$ cat config.mk
export PLATFORM = sky130hd
export DESIGN_NAME = layer_step_sequencer
export DESIGN_NICKNAME = d
export VERILOG_FILES = /design/src/rtl/layer_step_sequencer.sv
export SDC_FILE = /design/constraint.sdc
export NUM_CORES = 1
export LEC_CHECK = 0
export BUFFER_PORTS_ARGS = -buffer_cell sky130_fd_sc_hd__buf_2
export CELL_PAD_IN_SITES_DETAIL_PLACEMENT = 1
export CELL_PAD_IN_SITES_GLOBAL_PLACEMENT = 2
export CORE_UTILIZATION = 37
export CTS_CLUSTER_DIAMETER = 150
export DETAILED_ROUTE_END_ITERATION = 7
export GPL_ROUTABILITY_DRIVEN = 0
export PLACE_DENSITY_LB_ADDON = 0.1
export SYNTH_ARGS = -nofsm -noshare
export SYNTH_HDL_FRONTEND = slang
export SYNTH_SLANG_ARGS = --single-unit
$ cat constraint.sdc
create_clock -name clk -period 4.9 [get_ports clk]
set_input_delay 0 -clock clk [delete_from_list [all_inputs] [get_ports clk]]
set_output_delay 0 -clock clk [all_outputs]
set_load 0.1 [all_outputs]
$ cat src/rtl/layer_step_sequencer.sv
// Layer step sequencer: walks weight load, bias load and conv phases
// per layer, with a per-phase watchdog and abort.
module layer_step_sequencer #(
  parameter int NUM_LAYERS   = 29,
  parameter int TIMEOUT      = 65535,
  parameter int LAST_NO_BIAS = 1,
  parameter logic [NUM_LAYERS-1:0] ONEXONE_MAP = '0
) (
  input  logic       clk,
  input  logic       rst_n,
  input  logic       start,
  input  logic       abort,
  input  logic       wload_done,
  input  logic       bload_done,
  input  logic       conv_done,
  output logic [6:0] step_out,
  output logic [4:0] layer_idx,
  output logic       load_weights,
  output logic       load_bias,
  output logic       conv_go,
  output logic       onexone,
  output logic       busy,
  output logic       done,
  output logic       err
);

  localparam int WW = (TIMEOUT > 2) ? $clog2(TIMEOUT) : 1;
  localparam logic [WW-1:0] WD_MAX = WW'(TIMEOUT - 1);
  localparam logic [4:0] LAST = 5'(NUM_LAYERS - 1);
  localparam logic [31:0] MAP32 = 32'(ONEXONE_MAP);
  localparam bit SKIP_B = (LAST_NO_BIAS != 0);

  typedef enum logic [2:0] {
    IDLE   = 3'd0,
    LOAD_W = 3'd1,
    LOAD_B = 3'd2,
    CONV   = 3'd3,
    ERR    = 3'd4
  } state_t;

  state_t        state_q;
  state_t        state_n;
  logic [4:0]    layer_q;
  logic [4:0]    layer_n;
  logic [WW-1:0] wdog_q;
  logic [WW-1:0] wdog_n;
  logic          go_q;
  logic          done_q;
  logic          fin_n;
  logic          phase_done;
  logic          active;
  logic          expired;
  logic [6:0]    base;

  assign active  = (state_q == LOAD_W) ||
                   (state_q == LOAD_B) ||
                   (state_q == CONV);
  assign expired = (wdog_q == WD_MAX);

  always_ff @(posedge clk or negedge rst_n) begin
    if (!rst_n) begin
      state_q <= IDLE;
      layer_q <= '0;
      wdog_q  <= '0;
      go_q    <= 1'b0;
      done_q  <= 1'b0;
    end else begin
      state_q <= state_n;
      layer_q <= layer_n;
      wdog_q  <= wdog_n;
      go_q    <= (state_n == CONV) &&
                 (state_q != CONV);
      done_q  <= fin_n;
    end
  end

  always_comb begin
    phase_done = 1'b0;
    unique case (state_q)
      LOAD_W:  phase_done = wload_done;
      LOAD_B:  phase_done = bload_done;
      CONV:    phase_done = conv_done;
      default: phase_done = 1'b0;
    endcase
  end

  always_comb begin
    state_n = state_q;
    layer_n = layer_q;
    fin_n   = 1'b0;
    unique case (state_q)
      IDLE, ERR: begin
        if (start) begin
          state_n = LOAD_W;
          layer_n = '0;
        end
      end
      LOAD_W: begin
        if (phase_done) begin
          if (SKIP_B && layer_q == LAST)
            state_n = CONV;
          else
            state_n = LOAD_B;
        end else if (expired) begin
          state_n = ERR;
          layer_n = '0;
        end
      end
      LOAD_B: begin
        if (phase_done) begin
          state_n = CONV;
        end else if (expired) begin
          state_n = ERR;
          layer_n = '0;
        end
      end
      CONV: begin
        if (phase_done) begin
          if (layer_q == LAST) begin
            state_n = IDLE;
            layer_n = '0;
            fin_n   = 1'b1;
          end else begin
            state_n = LOAD_W;
            layer_n = layer_q + 5'd1;
          end
        end else if (expired) begin
          state_n = ERR;
          layer_n = '0;
        end
      end
      default: begin
        state_n = IDLE;
        layer_n = '0;
      end
    endcase
    // abort beats start, done and timeout alike
    if (abort) begin
      state_n = IDLE;
      layer_n = '0;
      fin_n   = 1'b0;
    end
  end

  always_comb begin
    wdog_n = '0;
    if (state_n == state_q && active)
      wdog_n = wdog_q + WW'(1);
  end

  assign base = {2'b00, layer_q} +
                {1'b0, layer_q, 1'b0};

  always_comb begin
    step_out     = 7'd0;
    load_weights = 1'b0;
    load_bias    = 1'b0;
    busy         = 1'b0;
    err          = 1'b0;
    unique case (1'b1)
      (state_q == LOAD_W): begin
        step_out     = base + 7'd1;
        load_weights = 1'b1;
        busy         = 1'b1;
      end
      (state_q == LOAD_B): begin
        step_out  = base + 7'd2;
        load_bias = 1'b1;
        busy      = 1'b1;
      end
      (state_q == CONV): begin
        step_out = base + 7'd3;
        busy     = 1'b1;
      end
      (state_q == ERR): begin
        err = 1'b1;
      end
      default: begin
        step_out = 7'd0;
      end
    endcase
  end

  assign layer_idx = layer_q;
  assign conv_go   = go_q;
  assign done      = done_q;
  assign onexone   = active & MAP32[layer_q];

endmodule

# Word-level counts from Yosys, hierarchy flattened
# Memories as Yosys holds them, arrays and structs flattened.
# Cells that the tools add are included.
[word_totals] out_inout_bits=19 mem_count=1 register_bits=26 mem_bits_ro=32
[mem_list] memory="(name not given)" words=32 width=1 rd=1 rd_clocked_by_memory_dff=0 write_ports=0 line_no="187" text="assign onexone = active & MAP32[layer_q];"
[classes] addsub=6 mux=28 n_lt_le_gt_ge=1 n_bitwise=1 n_eq_ne=11 reduce_logical=9
[op_table] op="2-to-1 mux 5 bit" count=6
[op_table] op="one-hot mux 7 bit (3 select lines)" count=1
[op_table] op="2-to-1 mux 3 bit" count=6
[op_table] op="adder 16 x 1 -> 16 bit (second input constant)" count=1
[op_table] op="== test 16 bit (second input constant)" count=1
[op_table] op="2-to-1 mux 16 bit" count=1
[op_table] op="one-hot mux 5 bit (3 select lines)" count=1
[op_table] op="adder 7 x 2 -> 7 bit (second input constant)" count=2
[op_table] op="one-hot mux 3 bit (4 select lines)" count=1
[op_table] op="2-to-1 mux 1 bit" count=11
[op_table] op="== test 3 x 2 -> 1 bit (second input constant)" count=3
[op_table] op="adder 5 x 6 -> 7 bit" count=1
[op_table] op="adder 7 x 1 -> 7 bit (second input constant)" count=1
[op_table] op="less-than comparator 5 x 6 -> 1 bit (second input constant)" count=1
[op_table] op="!= test 3 bit (second input constant)" count=2
[op_table] op="adder 5 x 1 -> 5 bit (second input constant)" count=1
[op_table] op="== test 5 bit (second input constant)" count=1
[op_table] op="OR reduction 2 bit" count=2
[op_table] op="== test 3 x 1 -> 1 bit (second input constant)" count=1
[op_table] op="== test 3 bit" count=1
[op_table] op="== test 3 bit (second input constant)" count=1
[op_table] op="logical NOT 3 bit" count=1
[op_table] op="!= test 3 x 2 -> 1 bit (second input constant)" count=1
[op_table] op="one-hot mux 1 bit (3 select lines)" count=1
[op_table] op="5 further kinds" count=7

# Depth between registers and ports, before layout
[logic_depth] word_depth=8 mapped_depth=9

# Worst setup path before layout
# No wires, ideal clock.
[synth_path] path_kind="register -> output" from="register layer_q[1], in the netlist layer_idx[1]" to="output step_out[2]" path_buffers=0 slack_ns=0.656 t_required_ns=4.900 t_arrival_ns=4.244 path_stages_with_launch=7 cell_sequence="dfrtp_1 ha_1 inv_1 fa_1 inv_1 xnor2_1 o21ai_0"
[synth_between] elab_chain_len=3 elab_cells_between_ends=5 cone_classes="add/sub (4); mux (1)"
[synth_lines] item="from (decl)" line_no="43" text="logic [4:0] layer_q;"
[synth_lines] item="from (signal assigned)" line_no="69" text="layer_q <= layer_n;"
[synth_lines] item="adder 5 x 6 -> 7 bit (*)" line_no="151" text="assign base = {2'b00, layer_q} +"
[synth_lines] item="adder 7 x 2 -> 7 bit, or another cell as far along" line_no="172" text="step_out = base + 7'd3;"
[synth_lines] item="one-hot mux 7 bit (3 select lines) (*)" line_no="160" text="unique case (1'b1)"
[synth_lines] item="to (decl)" line_no="16" text="output logic [6:0] step_out,"
# Mark *: on every way between the ends. The rest lies on a longest branch, timed or not.

# Final worst setup path
[layout_path] from="register layer_q[0], in the netlist layer_idx[0]" to="output step_out[6]"
# The elaborated chain is that of the path after synthesis.

==> key figures <==
Outcome
  – Result of the run: completed

Synth
  – Largest area contributor in the netlist: sky130_fd_sc_hd__dfrtp_1
  – Sequential area share after synthesis: 33.9%
  – Synthesized area: 1920 µm²
  – Area share of the largest cell type after synthesis: 33.9%
  – Share of synthesized area spent on multiplexers: 3.26%
  – Post-synthesis simple-gate area fraction: 24.9%
  – XOR/XNOR share of the synthesized area: 9.58%
  – Yosys warns: 0
  – Largest family of logic cells by synthesized area: simple AND/OR/NAND/NOR gates
  – Synthesized-area fraction occupied by ao, oa, aoi and oai cells: 16.1%
  – Async set-reset flop share out of synthesis: 100%
  – Net count after synthesis: 247
  – Gate count of the mapped netlist: 229
  – Number of flip-flops and latches in the synthesized netlist: 26
  – Post-synthesis share of cell area spent on full adders, half adders and majority gates: 7.56%
  – Avg Synthesized Cell Area: 8.39 µm²
  – Top cells by area, synth: sky130_fd_sc_hd__dfrtp_1 34%, sky130_fd_sc_hd__ha_1 6.5%, sky130_fd_sc_hd__xor2_1 5.9%
  – Leading register cell type out of synthesis: sky130_fd_sc_hd__dfrtp_1
  – Number of enable flip-flop cells after synthesis: 0
  – Count of cell types in the netlist: 46

Worst setup path
  – Required time worst endpoint: 4900 ps
  – Maximum net fanout on the critical path: 10
  – Origin of the worst setup path: layer_idx[0]
  – Number of cells on the worst reg-to-reg path: 8
  – Critical Path End Type: primary output
  – Arrival time at the worst endpoint: 3380 ps
  – Reg-to-Reg Start: wdog_q[0]
  – FF-to-FF End: layer_idx[3]
  – Setup crit start kind: flip-flop
  – Critical path capture point: step_out[6]
  – Worst setup path category: reg -> out
  – Setup slack of the worst register-to-register path: 2760 ps

STA
  – Final period demand of the worst path: 3380 ps
  – RSZ-0062 raised after global routing: no
  – Worst slew slack as a fraction of its limit: 54.2%
  – Setup ws final: 1520 ps
  – Number of max-slew violations in the final report: 0
  – Setup-violating endpoint count in the final report: 0
  – Count of endpoints failing hold in the final timing report: 0
  – Clock Skew: 2.59 ps
  – Highest attainable clock frequency: 0.296 GHz
  – Setup_tns: 0 ps
  – Final Cycle Share: 69.0%
  – Worst slew pin tran: 681 ps

Pwr
  – Maximum vdd drop: 0.163 mV
  – Part of the power in registers: 48.1%
  – PwrDens: 220 nW/µm²
  – Clock share of power: 28.8%
  – Internal power of the cells: 0.317 mW
  – Comb power frac: 23.1%
  – Sw frac: 33.3%
  – Overall Power: 0.476 mW
  – Total net switching power: 0.158 mW
  – Leakage dissipation: 0.959 nW

Global route
  – Antenna violations before repair: 0
  – Maximum number of pins on one net before global-route repair: 27
  – Via count of the first global-routing pass: 1749
  – Combined global-route utilization of all metal layers: 19.7%
  – Global route overflow: 0
  – Wire length of the first global-routing pass: 8270 µm

Hold path
  – Class of the tightest hold or removal check: in -> reg
  – Hold wc startpoint: start

Routing
  – DRC errors left: 0
  – Wirelength per Cell: 15.0 µm
  – DRT iter0 DRCs: 107
  – Detailed-route via count: 1678
  – Antenna-violating nets left: 0
  – Wire length reported by the detailed router: 4780 µm
  – Post-detailed-route via-to-cell ratio: 5.28
  – Pre-Repair DR Iteration Count: 4

Place
  – Pre-CTS setup slack: 1830 ps
  – DP Area: 2090 µm²
  – Count of port buffers added during placement: 24
  – HPWL Detailed: 3620 µm

Clock tree
  – Maximum level of the CTS H-tree: 1
  – Clk_lat worst skew: 270 ps
  – Clock transition at the registers of the reported paths: 80 ps
  – Number of buffers created by CTS: 3
  – Root Buffer Master: sky130_fd_sc_hd__clkbuf_8
  – Total clock sinks: 26
  – TritonCTS clock tree: done
  – Maximum clock insertion buffer count: 2

Final layout
  – Most used cells in the layout excluding fill and tap cells: 30 x sky130_fd_sc_hd__nor2_1, 26 x sky130_fd_sc_hd__dfrtp_1, 24 x sky130_fd_sc_hd__buf_2
  – Area growth from synthesis to layout: 12.7%
  – Final-layout fill cell count: 594
  – Leading cell type in the layout, fill and taps excluded: sky130_fd_sc_hd__nor2_1
  – Area of all placed cells without fillers: 2160 µm²
  – Number of nets at the end of the flow: 270
  – Share of final-layout standard cells stronger than drive strength 1: 12.4%
  – Diodes inserted: 0

Die
  – Effective utilization at floorplan: 39.6%
  – Horizontal extent of the die: 74.0 µm
  – Area of the die: 5480 µm²
  – Floorplan die height: 74.0 µm
  – Count of pins on the block boundary: 26
  – Core Region: 4850 µm²
  – Number of cell rows: 25

Job
  – Max capacitance violation total: 0
==> how the worst min path moves through the flow <==
stage	end	slack [ps]	cells past startpoint
floorplan	conv_go	-300	0
global route	state_q[0]	70	2
finish	state_q[0]	60	2
detailed placement	wdog_q[7]	40	1
global placement	wdog_q[8]	30	1
CTS	state_q[0]	50	2
==> sequential cells by signal, summed over array words and instances (netlist names) <==
signal     flops
conv_go        1
done           1
layer_idx      5
state_q        3
wdog_q        16
==> layer usage <==
metal  routed length [µm]  global-route usage (%)
met1                 2300                    25.3
met2                 2320                    33.9
met3                   91                    1.76
met4                   72                    7.91
met5                    0                       0
==> repair_timing <==
action	4_1_cts	5_1_grt
resized for setup	0	0
hold endpoints to repair	27	0
buffers inserted	0	0
hold buffers	2	0
==> power by group through the flow <==
stage | sequential (mW) | combinational (mW) | clock [mW]
floorplan | 0.229 | 0.0876 | 0
global placement | 0.233 | 0.110 | 0
detailed placement | 0.233 | 0.110 | 0
CTS | 0.229 | 0.112 | 0.146
global route | 0.231 | 0.121 | 0.150
finish | 0.229 | 0.110 | 0.137
==> stage by stage <==
step	hold WS (ps)	cells	util, %
2_1_floorplan	-296	229	-
3_3_place_gp	31.1	312	43.1
3_5_place_dp	38.9	312	43.1
4_1_cts	49.6	318	44.6
5_1_grt	65.4	318	44.6
6_report	63.5	318	44.6
==> kinds of logic after synthesis <==
group / after synthesis
AO/OA/AOI/OAI: 45
adder cells (fa/ha/maj): 11
multiplexers: 6
XOR/XNOR: 21
flip-flops: 26
AND/OR/NAND/NOR: 98
buffers and inverters: 21
other: 1
==> Yosys cell counts (all sizes together), types with 5 or more instances <==
cell	instances
nand3	11
a31oi	5
xor2	13
a21oi	8
nand2b	6
ha	10
o21ai	6
dfrtp	26
nand2	22
buf	5
inv	12
nor2	30
xnor2	8
==> final cells by class <==
type | instances | area [µm²] | share of cell area, %
repair buffers | 27 | 148 | 6.82
clock buffers | 4 | 55.1 | 2.54
multi-input cells | 182 | 1180 | 54.6
well taps | 67 | 83.8 | 3.87
flip-flops and latches | 26 | 651 | 30.1
inverters | 12 | 45.0 | 2.08
==> worst max-delay path, cell delays in order, from the launching register on <==
cell                      delay, ps
sky130_fd_sc_hd__dfrtp_1        540
sky130_fd_sc_hd__ha_1           300
sky130_fd_sc_hd__inv_1           90
sky130_fd_sc_hd__fa_1           440
sky130_fd_sc_hd__xor2_1         230
sky130_fd_sc_hd__or4_1          510
sky130_fd_sc_hd__or4_1          480
sky130_fd_sc_hd__nand3_1         90
sky130_fd_sc_hd__buf_2          420
(Power assumes the default switching activity.)
